==> src/rtl/johnson_decoder.sv <==
// Johnson-code receiver: decodes an N-bit Johnson bus to a binary phase index,
// flags illegal codes and out-of-sequence steps, and tracks lock via a small FSM.
module johnson_decoder #(
  parameter int N        = 4,
  parameter int LOCK_CNT = 3,
  parameter int CW       = 8,
  localparam int IW      = $clog2(2*N)
) (
  input  logic          clk,
  input  logic          rst_n,
  input  logic          clr,
  input  logic          in_valid,
  input  logic [0:N-1]  jc_in,
  output logic [IW-1:0] idx,
  output logic          idx_valid,
  output logic          code_err,
  output logic          seq_err,
  output logic          locked,
  output logic [CW-1:0] err_cnt
);

  typedef enum logic [1:0] {SEARCH, VERIFY, LOCKED} state_t;

  localparam logic [IW:0]   TWO_N       = (IW+1)'(2*N);
  localparam logic [IW-1:0] LAST_IDX    = IW'(2*N-1);
  localparam logic [3:0]    LOCK_TARGET = 4'(LOCK_CNT);
  localparam logic [CW-1:0] ERR_MAX     = '1;

  state_t        r_state, w_nextState;
  logic [3:0]    r_run, w_nextRun;
  logic [IW-1:0] r_prev, w_nextPrev;
  logic [IW-1:0] r_idx, w_nextIdx;
  logic [IW-1:0] w_decIdx, w_succ;
  logic [IW:0]   w_pop, w_diffCnt;
  logic          w_legal, w_idxValid, w_codeErr, w_seqErr;
  logic          r_idxValid, r_codeErr, r_seqErr, r_locked;
  logic [CW-1:0] r_errCnt, w_nextErrCnt;

  // A legal Johnson word has at most one boundary between its run of ones and zeros.
  always_comb begin
    w_pop     = '0;
    w_diffCnt = '0;
    for (int i = 0; i < N; i++)
      w_pop = w_pop + {{IW{1'b0}}, jc_in[i]};
    for (int i = 0; i < N-1; i++)
      w_diffCnt = w_diffCnt + {{IW{1'b0}}, jc_in[i] ^ jc_in[i+1]};
    w_legal = (w_diffCnt <= (IW+1)'(1));
    if (jc_in[0])
      w_decIdx = w_pop[IW-1:0];
    else if (w_pop == '0)
      w_decIdx = '0;
    else
      w_decIdx = IW'(TWO_N - w_pop);
    w_succ = (r_prev == LAST_IDX) ? '0 : r_prev + 1'b1;
  end

  always_comb begin
    w_nextState  = r_state;
    w_nextRun    = r_run;
    w_nextPrev   = r_prev;
    w_nextIdx    = r_idx;
    w_idxValid   = 1'b0;
    w_codeErr    = 1'b0;
    w_seqErr     = 1'b0;
    w_nextErrCnt = r_errCnt;
    if (clr) begin
      w_nextState  = SEARCH;
      w_nextRun    = '0;
      w_nextErrCnt = '0;
    end else if (in_valid) begin
      if (!w_legal) begin
        w_codeErr   = 1'b1;
        w_nextState = SEARCH;
      end else begin
        w_idxValid = 1'b1;
        w_nextIdx  = w_decIdx;
        w_nextPrev = w_decIdx;
        unique case (r_state)
          SEARCH: begin
            w_nextState = VERIFY;
            w_nextRun   = '0;
          end
          VERIFY: begin
            if (w_decIdx == w_succ) begin
              w_nextRun = r_run + 4'd1;
              if (r_run + 4'd1 == LOCK_TARGET)
                w_nextState = LOCKED;
            end else begin
              w_seqErr  = 1'b1;
              w_nextRun = '0;
            end
          end
          LOCKED: begin
            if (w_decIdx != w_succ) begin
              w_seqErr    = 1'b1;
              w_nextState = VERIFY;
              w_nextRun   = '0;
            end
          end
          default: w_nextState = SEARCH;
        endcase
      end
      if ((w_codeErr || w_seqErr) && r_errCnt != ERR_MAX)
        w_nextErrCnt = r_errCnt + 1'b1;
    end
  end

  always_ff @(posedge clk or negedge rst_n) begin
    if (!rst_n) begin
      r_state    <= SEARCH;
      r_run      <= '0;
      r_prev     <= '0;
      r_idx      <= '0;
      r_idxValid <= 1'b0;
      r_codeErr  <= 1'b0;
      r_seqErr   <= 1'b0;
      r_locked   <= 1'b0;
      r_errCnt   <= '0;
    end else begin
      r_state    <= w_nextState;
      r_run      <= w_nextRun;
      r_prev     <= w_nextPrev;
      r_idx      <= w_nextIdx;
      r_idxValid <= w_idxValid;
      r_codeErr  <= w_codeErr;
      r_seqErr   <= w_seqErr;
      r_locked   <= (w_nextState == LOCKED);
      r_errCnt   <= w_nextErrCnt;
    end
  end

  assign idx       = r_idx;
  assign idx_valid = r_idxValid;
  assign code_err  = r_codeErr;
  assign seq_err   = r_seqErr;
  assign locked    = r_locked;
  assign err_cnt   = r_errCnt;

endmodule

==> config.mk <==
export PLATFORM = sky130hd
export DESIGN_NAME = johnson_decoder
export DESIGN_NICKNAME = d
export VERILOG_FILES = /design/src/rtl/johnson_decoder.sv
export SDC_FILE = /design/constraint.sdc
export NUM_CORES = 1
export LEC_CHECK = 0
export BUFFER_PORTS_ARGS = -buffer_cell sky130_fd_sc_hd__buf_2
export CAP_MARGIN = 20
export CORE_ASPECT_RATIO = 0.7
export CORE_MARGIN = 3
export CORE_UTILIZATION = 56
export CTS_CLUSTER_SIZE = 20
export DETAILED_ROUTE_END_ITERATION = 8
export PLACE_DENSITY_LB_ADDON = 0.1
export SYNTH_ARGS = -nofsm -noshare
export SYNTH_HDL_FRONTEND = slang
export SYNTH_SLANG_ARGS = --single-unit
==> constraint.sdc <==
create_clock -name clk -period 2.8 [get_ports clk]
set_input_delay 0.28 -clock clk [delete_from_list [all_inputs] [get_ports clk]]
set_output_delay 0.28 -clock clk [all_outputs]
set_load 0.02 [all_outputs]
Word-level counts from Yosys, hierarchy flattened

Index checks and enable logic that the tools add are counted.

Add/sub/neg operators: 9
$mul: 0
Divide/modulo/power cells: 0
Order comparisons: 1
Equality and inequality tests: 9
Shift-type cells: 0
Multiplexer cells: 35
Bitwise logic cells: 4
Reduce and logical (&&, ||, !) cells: 11

Operators with widths:

| cell                  | number |
|---|---|
| $mux W8               | 3 |
| $mux W4               | 5 |
| $mux W1               | 15 |
| $mux W2               | 6 |
| $pmux W4 S3           | 1 |
| $mux W3               | 3 |
| $add A8 B1 Y8 const B | 1 |
| $ne A8 B8 Y1 const B  | 1 |
| $add A2 B1 Y3         | 2 |
| $pmux W2 S3           | 1 |
| $reduce_bool A2 Y1    | 3 |
| $add A1 B1 Y2         | 2 |
| $add A3 B1 Y4         | 1 |
| $add A4 B1 Y4 const B | 1 |
| $eq A2 B2 Y1 const B  | 2 |
| $eq A4 B2 Y1 const B  | 1 |
| $logic_not A4 Y1      | 1 |
| $reduce_and A4 Y1     | 1 |
| $reduce_bool A4 Y1    | 1 |
| $add A3 B1 Y3 const B | 1 |
| $eq A3 B3 Y1          | 1 |
| $eq A3 B3 Y1 const B  | 1 |
| $le A3 B1 Y1 const B  | 1 |
| $ne A3 B3 Y1          | 1 |
| other kinds (11)      | 13 |

Register bits: 21
Latch bits: 0
RAM bits: 0
ROM bits: 0
Input port bits: 8
Logic and storage cells: 77
Memories kept: 0

Logic depth before layout (Yosys ltp)

Gate-level depths: netlist (run 1).

Depth after elaboration: 17
Mapped depth: 11
Gate-level depth less buffers: 10

Worst setup path after synthesis (run 1)

Ideal clock, no wire load.

Path type: input port to flip-flop
From: input port jc_in[3] (netlist bit)
To: register r_errCnt[5] (netlist: err_cnt[5])
Setup time: 0.125 ns
Arrival: 2.811 ns
Path slack: -0.136 ns
Cell stages on the path: 11
Path buffers: 1
Path through: fa_1 > ha_1 > ha_1 > inv_1 > ha_1 > mux2i_1 > xor2_1 > and4_2 > buf_2 > nor4_1 > mux2_2

Longest elaborated chain between the ends: 14

Ends and longest elaborated chain:

| what                                              | RTL line | text |
|---|---|---|
| from (decl)                                       | 13       | `input logic [0:N-1] jc_in,` |
| $add A3 B1 Y4                                     | 44       | `w_pop = w_pop + {{IW{1'b0}}, jc_in[i]};` |
| $sub A1 B3 Y3 or $logic_not A4 Y1 (tied branches) | 53, 50   |  |
| $mux W3                                           | 50       | `else if (w_pop == '0)` |
| $mux W3                                           | 48       | `if (jc_in[0])` |
| $ne A3 B3 Y1 or $eq A3 B3 Y1 (tied branches)      | 94, 84   |  |
| $mux W1, on equally long branches                 | 94, 84   |  |
| $pmux W1 S2                                       | 78       | `unique case (r_state)` |
| $mux W1                                           | 71       | `if (!w_legal) begin` |
| $mux W1                                           | 70       | `end else if (in_valid) begin` |
| $mux W1                                           | 66       | `if (clr) begin` |
| $logic_or A1 B1 Y1 (*)                            | 103      | `if ((w_codeErr \|\| w_seqErr) && r_errCnt != ERR_MAX)` |
| $logic_and A1 B1 Y1 (*)                           | 103      |  |
| $reduce_bool A2 Y1 (no source line) (*)           | --       |  |
| $reduce_and A2 Y1 (no source line) (*)            | --       |  |
| to (signal assigned)                              | 128      | `r_errCnt <= w_nextErrCnt;` |
| to (decl)                                         | 37       | `logic [CW-1:0] r_errCnt, w_nextErrCnt;` |

Mark *: on every way between the ends. The rest lies on a longest branch, timed or not. The select of a mux whose other input is x is not followed.
A chain may end at the register's enable or synchronous reset.

Final worst setup path (run 1)

From: input port jc_in[0] (netlist bit)
To: register r_errCnt[2] (netlist: err_cnt[2])

Longest elaborated chain between the ends: 16

Ends and longest elaborated chain:

| what                                              | RTL line |
|---|---|
| $add A1 B1 Y2                                     | 44 |
| $add A2 B1 Y3                                     | 44 |
| $add A3 B1 Y4                                     | 44 |
| $sub A1 B3 Y3 or $logic_not A4 Y1 (tied branches) | 53, 50 |
| $mux W3                                           | 50 |
| $mux W3                                           | 48 |
| $ne A3 B3 Y1 or $eq A3 B3 Y1 (tied branches)      | 94, 84 |
| $mux W1, on equally long branches                 | 94, 84 |
| $pmux W1 S2                                       | 78 |
| $mux W1                                           | 71 |
| $mux W1                                           | 70 |
| $mux W1                                           | 66 |
| $logic_or A1 B1 Y1 (*)                            | 103 |
| $logic_and A1 B1 Y1 (*)                           | 103 |
| $reduce_bool A2 Y1 (no source line) (*)           | -- |
| $reduce_and A2 Y1 (no source line) (*)            | -- |

Marked as above.

==> results of run 1 <==
## cell type report
type,instances,area share (%)
repair buffers,37,12.6
clock buffers,4,2.48
multi-input cells,120,51.1
inverters,13,2.69
well taps,32,2.20
flip-flops and latches,21,28.9
## logic make-up (layout without fill, tap and decap cells)
| logic type | after synthesis | after routing | share of synthesized area (%) |
|---|---|---|---|
| multiplexers | 5 | 5 | 3.57 |
| AO/OA/AOI/OAI | 39 | 39 | 18.8 |
| buffers and inverters | 17 | 54 | 4.93 |
| AND/OR/NAND/NOR | 54 | 54 | 19.0 |
| flip-flops | 21 | 21 | 35.7 |
| XOR/XNOR | 7 | 7 | 4.68 |
| adder cells (fa/ha/maj) | 15 | 15 | 13.3 |
## synth_stat cells (2+ instances only)
library cell	instances
dfrtp_1	21
nor2_1	16
ha_1	14
inv_1	13
nand2_1	10
a21oi_1	9
o31ai_1	7
nand3_1	6
nand4_1	5
or4_1	5
o21ai_0	4
a21o_1	3
mux2i_1	3
xnor2_1	3
xor2_1	3
and2_1	2
and3_1	2
clkbuf_1	2
mux2_2	2
nand2b_1	2
nor4_1	2
o21a_1	2
o22ai_1	2
## power by group
part           internal (W)  total (W)  switching [W]
combinational      0.000262   0.000560       0.000298
sequential         0.000329   0.000357      0.0000283
clock              0.000101   0.000199      0.0000980
total              0.000692    0.00112       0.000425
## per-layer routing
metal  vias to the layer above  wire length (um)
met5                         -                 0
met4                         0                67
met3                        10               285
met2                        61              1670
met1                       670              1600
li1                        652                 -
## through the flow
step,power (W),instances,util (%),TNS (ps),worst slack (ps)
floorplan,0.000647,158,-,-23.9,-23.9
global placement,0.000792,218,72.8,-241,-56.1
detailed placement,0.000821,218,72.8,-1150,-163
CTS,0.00102,223,75.2,0,36.0
global route,0.00119,227,78.6,-51.6,-17.0
finish,0.00112,227,78.6,0,66.2
## layout by cell type, fill, tap and decap left out, drive strengths merged, types with 2 or more instances in the layout
cell type | Yosys | layout
buf | 2 | 36
dfrtp | 21 | 21
nor2 | 16 | 16
ha | 14 | 14
inv | 13 | 13
nand2 | 10 | 10
a21oi | 10 | 10
o31ai | 7 | 7
nand3 | 6 | 6
nand4 | 5 | 5
or4 | 5 | 5
o21ai | 4 | 4
xor2 | 4 | 4
a21o | 4 | 4
clkbuf | 2 | 4
xnor2 | 3 | 3
mux2i | 3 | 3
o21a | 2 | 2
o22ai | 2 | 2
and3 | 2 | 2
and2 | 2 | 2
nand2b | 2 | 2
mux2 | 2 | 2
nor4 | 2 | 2
## timing repair
action                                 4_1_cts  5_1_grt
endpoints found under the hold margin       21        0
setup endpoints to repair                    0       10
buffers inserted                             0        4
hold buffers                                 1        0
gates resized for setup                      0        9
## sequential cells by signal, indices dropped and copies added (netlist names)
name	count
r_run	4
r_state	2
idx_valid	1
idx	3
code_err	1
seq_err	1
err_cnt	8
locked	1
## path summary, 6_finish.rpt
kind	start	endpoint	slack, ps	depth (start not counted)
setup / recovery	jc_in[0]	err_cnt[2]	70	12
hold / removal	clr	err_cnt[2]	320	2
setup reg to reg	idx[0]	err_cnt[2]	490	8
hold reg to reg	err_cnt[4]	err_cnt[4]	580	2
max in group asynchronous	rst_n	idx_valid	1950	2
min in group asynchronous	rst_n	err_cnt[7]	520	2
==> flow_metrics.env, run 1 <==
export IMPL_path_class="in2reg"
export IMPL_drtIter0Drc=154
export IMPL_hpwl_um=2610
export IMPL_p_leak_nw=0.813
export IMPL_die_y_um=48.9
export IMPL_ys_warn_count=0
export IMPL_path_cells="buf_2, fa_1, ha_2, ha_4, inv_1, ha_4, mux2i_4, xor2_1, and4_4, buf_6, or4_4, a21oi_2"
export IMPL_clock_sinks=21
export IMPL_cpMaxStageDelayCell="or4_4"
export IMPL_wl_um=3610
export IMPL_grt_max_degree=22
export IMPL_firstDrtPassIters=4
export IMPL_end_kind="register"
export IMPL_hp_class="in2reg"
export IMPL_multiInputGateArea_um2=928
export IMPL_grt_pass1_vias=1257
export IMPL_io_pins=23
export IMPL_maxCapViolCount=0
export IMPL_grt_pass1_wl_um=5630
export IMPL_synth_top_area_share_pct=35.7
export IMPL_gr_usage_met3_pct=5.76
export IMPL_synth_top_cells_by_area="dfrtp_1 (36%), ha_1 (12%), nor2_1 (4.1%)"
export IMPL_tightest_slew_ps=487
export IMPL_synth_edf_count=0
export IMPL_ys_ff_latch=21
export IMPL_setup_violations=0
export IMPL_initial_utilization_pct=63.6
export IMPL_arrival_ps=2930
export IMPL_synth_seq_area_share_pct=35.7
export IMPL_hold_ws_ps=323
export IMPL_status="complete, no violations"
export IMPL_insertion_delay_ps=260
export IMPL_grtUsageTotal_pct=22.1
export IMPL_fin_area_um2=1820
export IMPL_cts_buffer_depth=2
export IMPL_grt_busiest_layer="met2"
export IMPL_regArea_um2=526
export IMPL_placed_cell_area_um2=1680
export IMPL_max_clock_freq_ghz=0.366
export IMPL_netlist_area_um2=1470
export IMPL_area_delta_synth_final_pct=23.5
export IMPL_die_area_um2=3290
export IMPL_netlist_instances=158
export IMPL_use_met2_pct=35.9
export IMPL_crit_family="adder cells"
export IMPL_finalCritPeriodShare_pct=97.6
export IMPL_row_count=14
export IMPL_cp_num_buf_inv=3
export IMPL_cp_required_ps=3000
export IMPL_p_per_area_nw_per_um2=615
export IMPL_portBuffers=22
export IMPL_hold_viol=0
export IMPL_critPathMaxStageDelay_ps=510
export IMPL_overflow=0
export IMPL_fin_crit_ps=2730
export IMPL_drc_errors=0
export IMPL_post_drt_wl_per_cell_um=15.9
export IMPL_cts_tree="yes"
export IMPL_viasPerCell=6.14
export IMPL_gp_congestion=0.877
export IMPL_synth_largest_area_cell="dfrtp_1"
export IMPL_antenna_left=0
export IMPL_grt_antenna_before_repair=0
export IMPL_critPathMaxFanout=6
export IMPL_vias=1393
export IMPL_drive_gt1_share_pct=27.7
export IMPL_clkSlewWorstSetupHoldPaths_ps=70
export IMPL_fill_cells=155
export IMPL_startpoint_type="input pin"
export IMPL_syn_nets=181
export IMPL_cts_made_buffers=3
export IMPL_fin_nets=219
export IMPL_coreArea_um2=2310
export IMPL_postSynthAreaPerCell_um2=9.31
export IMPL_grt_use_met1_pct=29.9
export IMPL_slew_headroom_pct=67.5
export IMPL_clock_root_buffer="clkbuf_8"
export IMPL_num_antenna_cells=0
export IMPL_crit_top_cell="ha_4"
export IMPL_maxSlewViolCount=0
export IMPL_ys_dominant_reg_cell="dfrtp_1"
export IMPL_synth_cell_type_count=43
export IMPL_postSynth_asyncResetShare_pct=100
export IMPL_h_tree_depth=1
export IMPL_die_w_um=67.3
export IMPL_finalClockSkew_ps=1.32
export IMPL_vdd_drop_max_mv=0.552
Power figures use the tool's default switching activity.
==> inputs of run 2 (changes only) <==
--- a/config.mk
+++ b/config.mk
@@ -10,6 +10,7 @@
 export CORE_ASPECT_RATIO = 0.7
 export CORE_MARGIN = 3
 export CORE_UTILIZATION = 56
+export CTS_BUF_LIST = sky130_fd_sc_hd__clkbuf_16
 export CTS_CLUSTER_SIZE = 20
 export DETAILED_ROUTE_END_ITERATION = 8
 export PLACE_DENSITY_LB_ADDON = 0.1
==> run 2 against run 1 <==
Compared with the run above: clock power is 49% higher; via count increased by 1.4%; setup slack lost 8.0 ps; core utilization grew 1.6 points; sequential power barely moved; hold slack improved by 24 ps; wire length increased by 2.8%; flip-flop and latch count unchanged.
==> flow_metrics.env, run 2 (synthesis results as in run 1) <==
export IMPL_wl_um=3720
export IMPL_initial_utilization_pct=63.6
export IMPL_cpMaxStageDelayCell="or4_4"
export IMPL_vias=1413
export IMPL_insertion_delay_ps=250
export IMPL_finalCritPeriodShare_pct=97.9
export IMPL_firstDrtPassIters=5
export IMPL_comb_power_share_pct=46.0
export IMPL_cts_buffer_depth=2
export IMPL_crit_family="adder cells"
export IMPL_portBuffers=22
export IMPL_p_seq_share_pct=29.5
export IMPL_die_w_um=67.3
export IMPL_arrival_ps=2930
export IMPL_vdd_drop_max_mv=0.580
export IMPL_cts_made_buffers=3
export IMPL_drive_gt1_share_pct=28.2
export IMPL_path_class="in2reg"
export IMPL_fin_nets=219
export IMPL_io_pins=23
export IMPL_max_clock_freq_ghz=0.365
export IMPL_crit_top_cell="ha_4"
export IMPL_row_count=14
export IMPL_critPathMaxStageDelay_ps=510
export IMPL_drc_errors=0
export IMPL_status="complete, no violations"
export IMPL_tightest_slew_ps=486
export IMPL_dp_cells=218
export IMPL_hold_viol=0
export IMPL_antenna_left=0
export IMPL_h_tree_depth=1
export IMPL_tns_ps=0
export IMPL_clock_root_buffer="clkbuf_16"
export IMPL_grt_antenna_before_repair=0
export IMPL_startpoint_type="input pin"
export IMPL_instances_no_fill=227
export IMPL_finalClockSkew_ps=1.59
export IMPL_maxSlewViolCount=0
export IMPL_final_cell_mix="buf_2 (22), dfrtp_1 (21), nor2_1 (16)"
export IMPL_maxCapViolCount=0
export IMPL_hpwl_um=2610
export IMPL_path_cells="buf_2, fa_1, ha_2, ha_4, inv_1, ha_4, mux2i_4, xor2_1, and4_4, buf_6, or4_4, a21oi_2"
export IMPL_p_sw_w=0.000432
export IMPL_area_delta_synth_final_pct=26.0
export IMPL_cts_tree="yes"
export IMPL_die_area_um2=3290
export IMPL_p_sw_share_pct=35.6
export IMPL_gp_congestion=0.877
export IMPL_viasPerCell=6.22
export IMPL_post_drt_wl_per_cell_um=16.4
export IMPL_hp_class="in2reg"
export IMPL_cp_required_ps=2980
export IMPL_drtIter0Drc=129
export IMPL_cp_num_buf_inv=3
export IMPL_overflow=0
export IMPL_p_per_area_nw_per_um2=654
export IMPL_p_leak_nw=0.833
export IMPL_grt_pass1_wl_um=5720
export IMPL_slew_headroom_pct=67.6
export IMPL_clock_sinks=21
export IMPL_clockPowerShare_pct=24.5
export IMPL_largest_register_ffs=8
export IMPL_grtUsageTotal_pct=22.6
export IMPL_fin_crit_ps=2740
export IMPL_end_kind="register"
export IMPL_num_antenna_cells=0
export IMPL_die_y_um=48.9
export IMPL_grt_pass1_vias=1264
export IMPL_p_int_w=0.000781
export IMPL_setup_violations=0
export IMPL_grt_max_degree=22
export IMPL_place_ws_ps=-163
export IMPL_clkSlewWorstSetupHoldPaths_ps=60
export IMPL_finalWorstSetupSlack_ps=58.2
export IMPL_layout_commonest_cell="buf_2"
export IMPL_critPathMaxFanout=6
export IMPL_coreArea_um2=2310
==> run 2: cell type report <==
type	count	area, um2
multi-input cells	120	932
fillers	146	458
repair buffers	37	229
clock inverters	1	3.75
flip-flops and latches	21	526
clock buffers	3	75.1
well taps	32	40.0
inverters	13	48.8
==> run 2: power groups by stage <==
stage	Combinational (W)	Clock, W	Sequential [W]
3_5_place_dp	0.000459	0	0.000362
4_1_cts	0.000465	0.000301	0.000356
3_3_place_gp	0.000433	0	0.000359
2_1_floorplan	0.000260	0	0.000387
6_report	0.000558	0.000297	0.000358
5_1_grt	0.000602	0.000316	0.000361
==> run 2: repair_timing <==
action	in CTS	in global routing
resized for setup	0	10
hold buffers	1	0
setup endpoints to repair	0	11
endpoints found under the hold margin	21	0
buffers inserted	0	4
==> run 2: final timing paths <==
kind / start / end / slack, ps / cells past startpoint
max: jc_in[0] / err_cnt[2] / 60 / 12
min: clr / err_cnt[2] / 350 / 2
max reg2reg: idx[0] / err_cnt[2] / 500 / 8
min reg2reg: err_cnt[4] / err_cnt[4] / 570 / 2
max in group asynchronous: rst_n / idx_valid / 1940 / 2
min in group asynchronous: rst_n / err_cnt[7] / 530 / 2
==> run 2: per-layer routing <==
layer / up-vias / part of all wire [%] / global-route usage, %
met2: 71 / 47 / 35.9
met3: 8 / 7.7 / 5.76
li1: 656 / - / -
met4: 0 / 1.5 / 4.71
met1: 678 / 44 / 30.9
met5: - / 0 / 0
==> run 2: metrics by stage <==
step / util, % / area, um2 / hold slack [ps] / power (W)
2_1_floorplan: - / 1490 / -15.6 / 0.000647
3_3_place_gp: 72.8 / 1680 / 254 / 0.000792
3_5_place_dp: 72.8 / 1680 / 264 / 0.000821
4_1_cts: 76.6 / 1770 / 337 / 0.00112
5_1_grt: 80.2 / 1850 / 344 / 0.00128
6_report: 80.2 / 1850 / 347 / 0.00121
==> inputs of run 3 (changes only) <==
--- a/config.mk
+++ b/config.mk
@@ -9,7 +9,7 @@
 export CAP_MARGIN = 20
 export CORE_ASPECT_RATIO = 0.7
 export CORE_MARGIN = 3
-export CORE_UTILIZATION = 56
+export CORE_UTILIZATION = 60
 export CTS_BUF_LIST = sky130_fd_sc_hd__clkbuf_16
 export CTS_CLUSTER_SIZE = 20
 export DETAILED_ROUTE_END_ITERATION = 8
==> constraint.sdc (replaced) <==
create_clock -name clk -period 3.55 [get_ports clk]
set_input_delay 0.355 -clock clk [delete_from_list [all_inputs] [get_ports clk]]
set_output_delay 0.355 -clock clk [all_outputs]
set_load 0.02 [all_outputs]
==> run 3 against run 2 <==
Compared with the run above: total power down 33%; flip-flop and latch count unchanged; first-iteration DRC count down 3.9%; hold slack worse by 300 ps; design area down 9.6%; core utilization down 5.4 points.
==> flow_metrics.env, run 3 (synthesis results as in run 1) <==
export IMPL_status="complete, no violations"
export IMPL_arrival_ps=3130
export IMPL_post_drt_wl_per_cell_um=16.5
export IMPL_grt_pass1_vias=1195
export IMPL_die_w_um=65.2
export IMPL_die_y_um=47.4
export IMPL_drive_gt1_share_pct=18.3
export IMPL_p_leak_nw=0.758
export IMPL_drc_errors=0
export IMPL_cp_required_ps=3690
export IMPL_finalClockSkew_ps=3.03
export IMPL_cp_num_buf_inv=2
export IMPL_grt_antenna_before_repair=0
export IMPL_num_antenna_cells=0
export IMPL_overflow=0
export IMPL_area_delta_synth_final_pct=13.9
export IMPL_fin_crit_ps=2990
export IMPL_clock_sinks=21
export IMPL_p_per_area_nw_per_um2=483
export IMPL_grt_pass1_wl_um=5640
export IMPL_row_count=14
export IMPL_setup_worst_path_end="err_cnt[5]"
export IMPL_post_cts_resized=0
export IMPL_clkSlewWorstSetupHoldPaths_ps=60
export IMPL_max_clock_freq_ghz=0.334
export IMPL_clock_root_buffer="clkbuf_16"
export IMPL_slew_headroom_pct=68.8
export IMPL_cts_made_buffers=3
export IMPL_crit_top_cell="ha_1"
export IMPL_crit_cells=11
export IMPL_crit_family="adder cells"
export IMPL_cts_buffer_depth=2
export IMPL_drtIter0Drc=124
export IMPL_antenna_left=0
export IMPL_coreArea_um2=2240
export IMPL_hp_class="in2async"
export IMPL_path_cells="buf_2, fa_1, ha_1, ha_1, inv_1, ha_1, mux2i_1, xor2_1, and4_2, nor4_1, mux2_2"
export IMPL_r2r_cells=7
export IMPL_h_tree_depth=1
export IMPL_final_cell_mix="buf_2 (22), dfrtp_1 (21), nor2_1 (16)"
export IMPL_cts_tree="yes"
export IMPL_cts_hold_buf=0
export IMPL_wl_um=3490
export IMPL_cpMaxStageDelayCell="fa_1"
export IMPL_r2r_start="idx[0]"
export IMPL_io_pins=23
export IMPL_viasPerCell=6.16
export IMPL_rsz0062_at_grt="no"
export IMPL_die_area_um2=3090
export IMPL_initial_utilization_pct=65.6
export IMPL_cts_setup_buffers=0
export IMPL_grtUsageTotal_pct=24.4
export IMPL_fin_nets=204
export IMPL_hold_viol=0
export IMPL_startpoint="jc_in[3]"
export IMPL_largest_register_ffs=8
export IMPL_critPathMaxFanout=13
export IMPL_hold_ws_ps=51.0
export IMPL_portBuffers=22
export IMPL_maxCapViolCount=0
export IMPL_grt_max_degree=22
export IMPL_r2r_end="err_cnt[5]"
export IMPL_insertion_delay_ps=250
export IMPL_vdd_drop_max_mv=0.440
export IMPL_setup_violations=0
export IMPL_tns_ps=0
export IMPL_fill_cells=185
export IMPL_layout_commonest_cell="buf_2"
export IMPL_path_class="in2reg"
export IMPL_vias=1305
export IMPL_tightest_slew_ps=466
export IMPL_firstDrtPassIters=4
export IMPL_r2r_slack_ps=1100
export IMPL_gp_congestion=0.875
export IMPL_maxSlewViolCount=0
export IMPL_end_kind="register"
export IMPL_hpwl_um=2510
export IMPL_startpoint_type="input pin"
export IMPL_finalCritPeriodShare_pct=84.3
export IMPL_critPathMaxStageDelay_ps=490
-- run 3: cell types whose count changed in the layout (fill, tap and decap cells not counted), sizes merged --
cell | before | now
buf | 36 | 22
dlygate4sd3 | 1 | 0
-- run 3: worst min path at each step --
stage / start / end / slack, ps / cells past startpoint
2_1_floorplan: rst_n / code_err / 60 / 0
3_3_place_gp: rst_n / err_cnt[3] / 330 / 1
3_5_place_dp: rst_n / err_cnt[2] / 330 / 1
4_1_cts: rst_n / err_cnt[6] / 70 / 1
5_1_grt: rst_n / err_cnt[2] / 70 / 1
6_report: rst_n / err_cnt[2] / 50 / 1
-- run 3: power breakdown --
part | internal [W] | switching, W | total [W]
logic | 0.000104 | 0.000190 | 0.000293
clock network | 0.000150 | 0.0000833 | 0.000233
registers | 0.000260 | 0.0000231 | 0.000283
total | 0.000514 | 0.000296 | 0.000810
-- run 3: per-stage QoR --
stage	setup WS (ps)	cell area [um2]	total power [W]	instances	util [%]
detailed placement	334	1600	0.000570	208	71.3
global placement	430	1600	0.000554	208	71.3
global route	376	1680	0.000859	212	74.8
CTS	551	1680	0.000811	212	74.8
finish	558	1680	0.000810	212	74.8
floorplan	539	1470	0.000496	158	-
-- run 3: final cells by class --
type / count / area [um2] / area share, %
repair buffers: 22 / 110 / 6.57
clock inverters: 1 / 3.75 / 0.224
clock buffers: 3 / 75.1 / 4.48
inverters: 13 / 48.8 / 2.91
flip-flops and latches: 21 / 526 / 31.3
well taps: 32 / 40.0 / 2.39
multi-input cells: 120 / 873 / 52.1
-- run 3: per-layer routing --
metal	GRT usage (%)	vias up	routed length (um)	part of all wire (%)
li1	-	621	-	-
met1	32.7	625	1580	45
met2	39.4	55	1660	47
met3	7.98	4	231	6.6
met4	5.37	0	22	0.63
met5	0	-	0	0
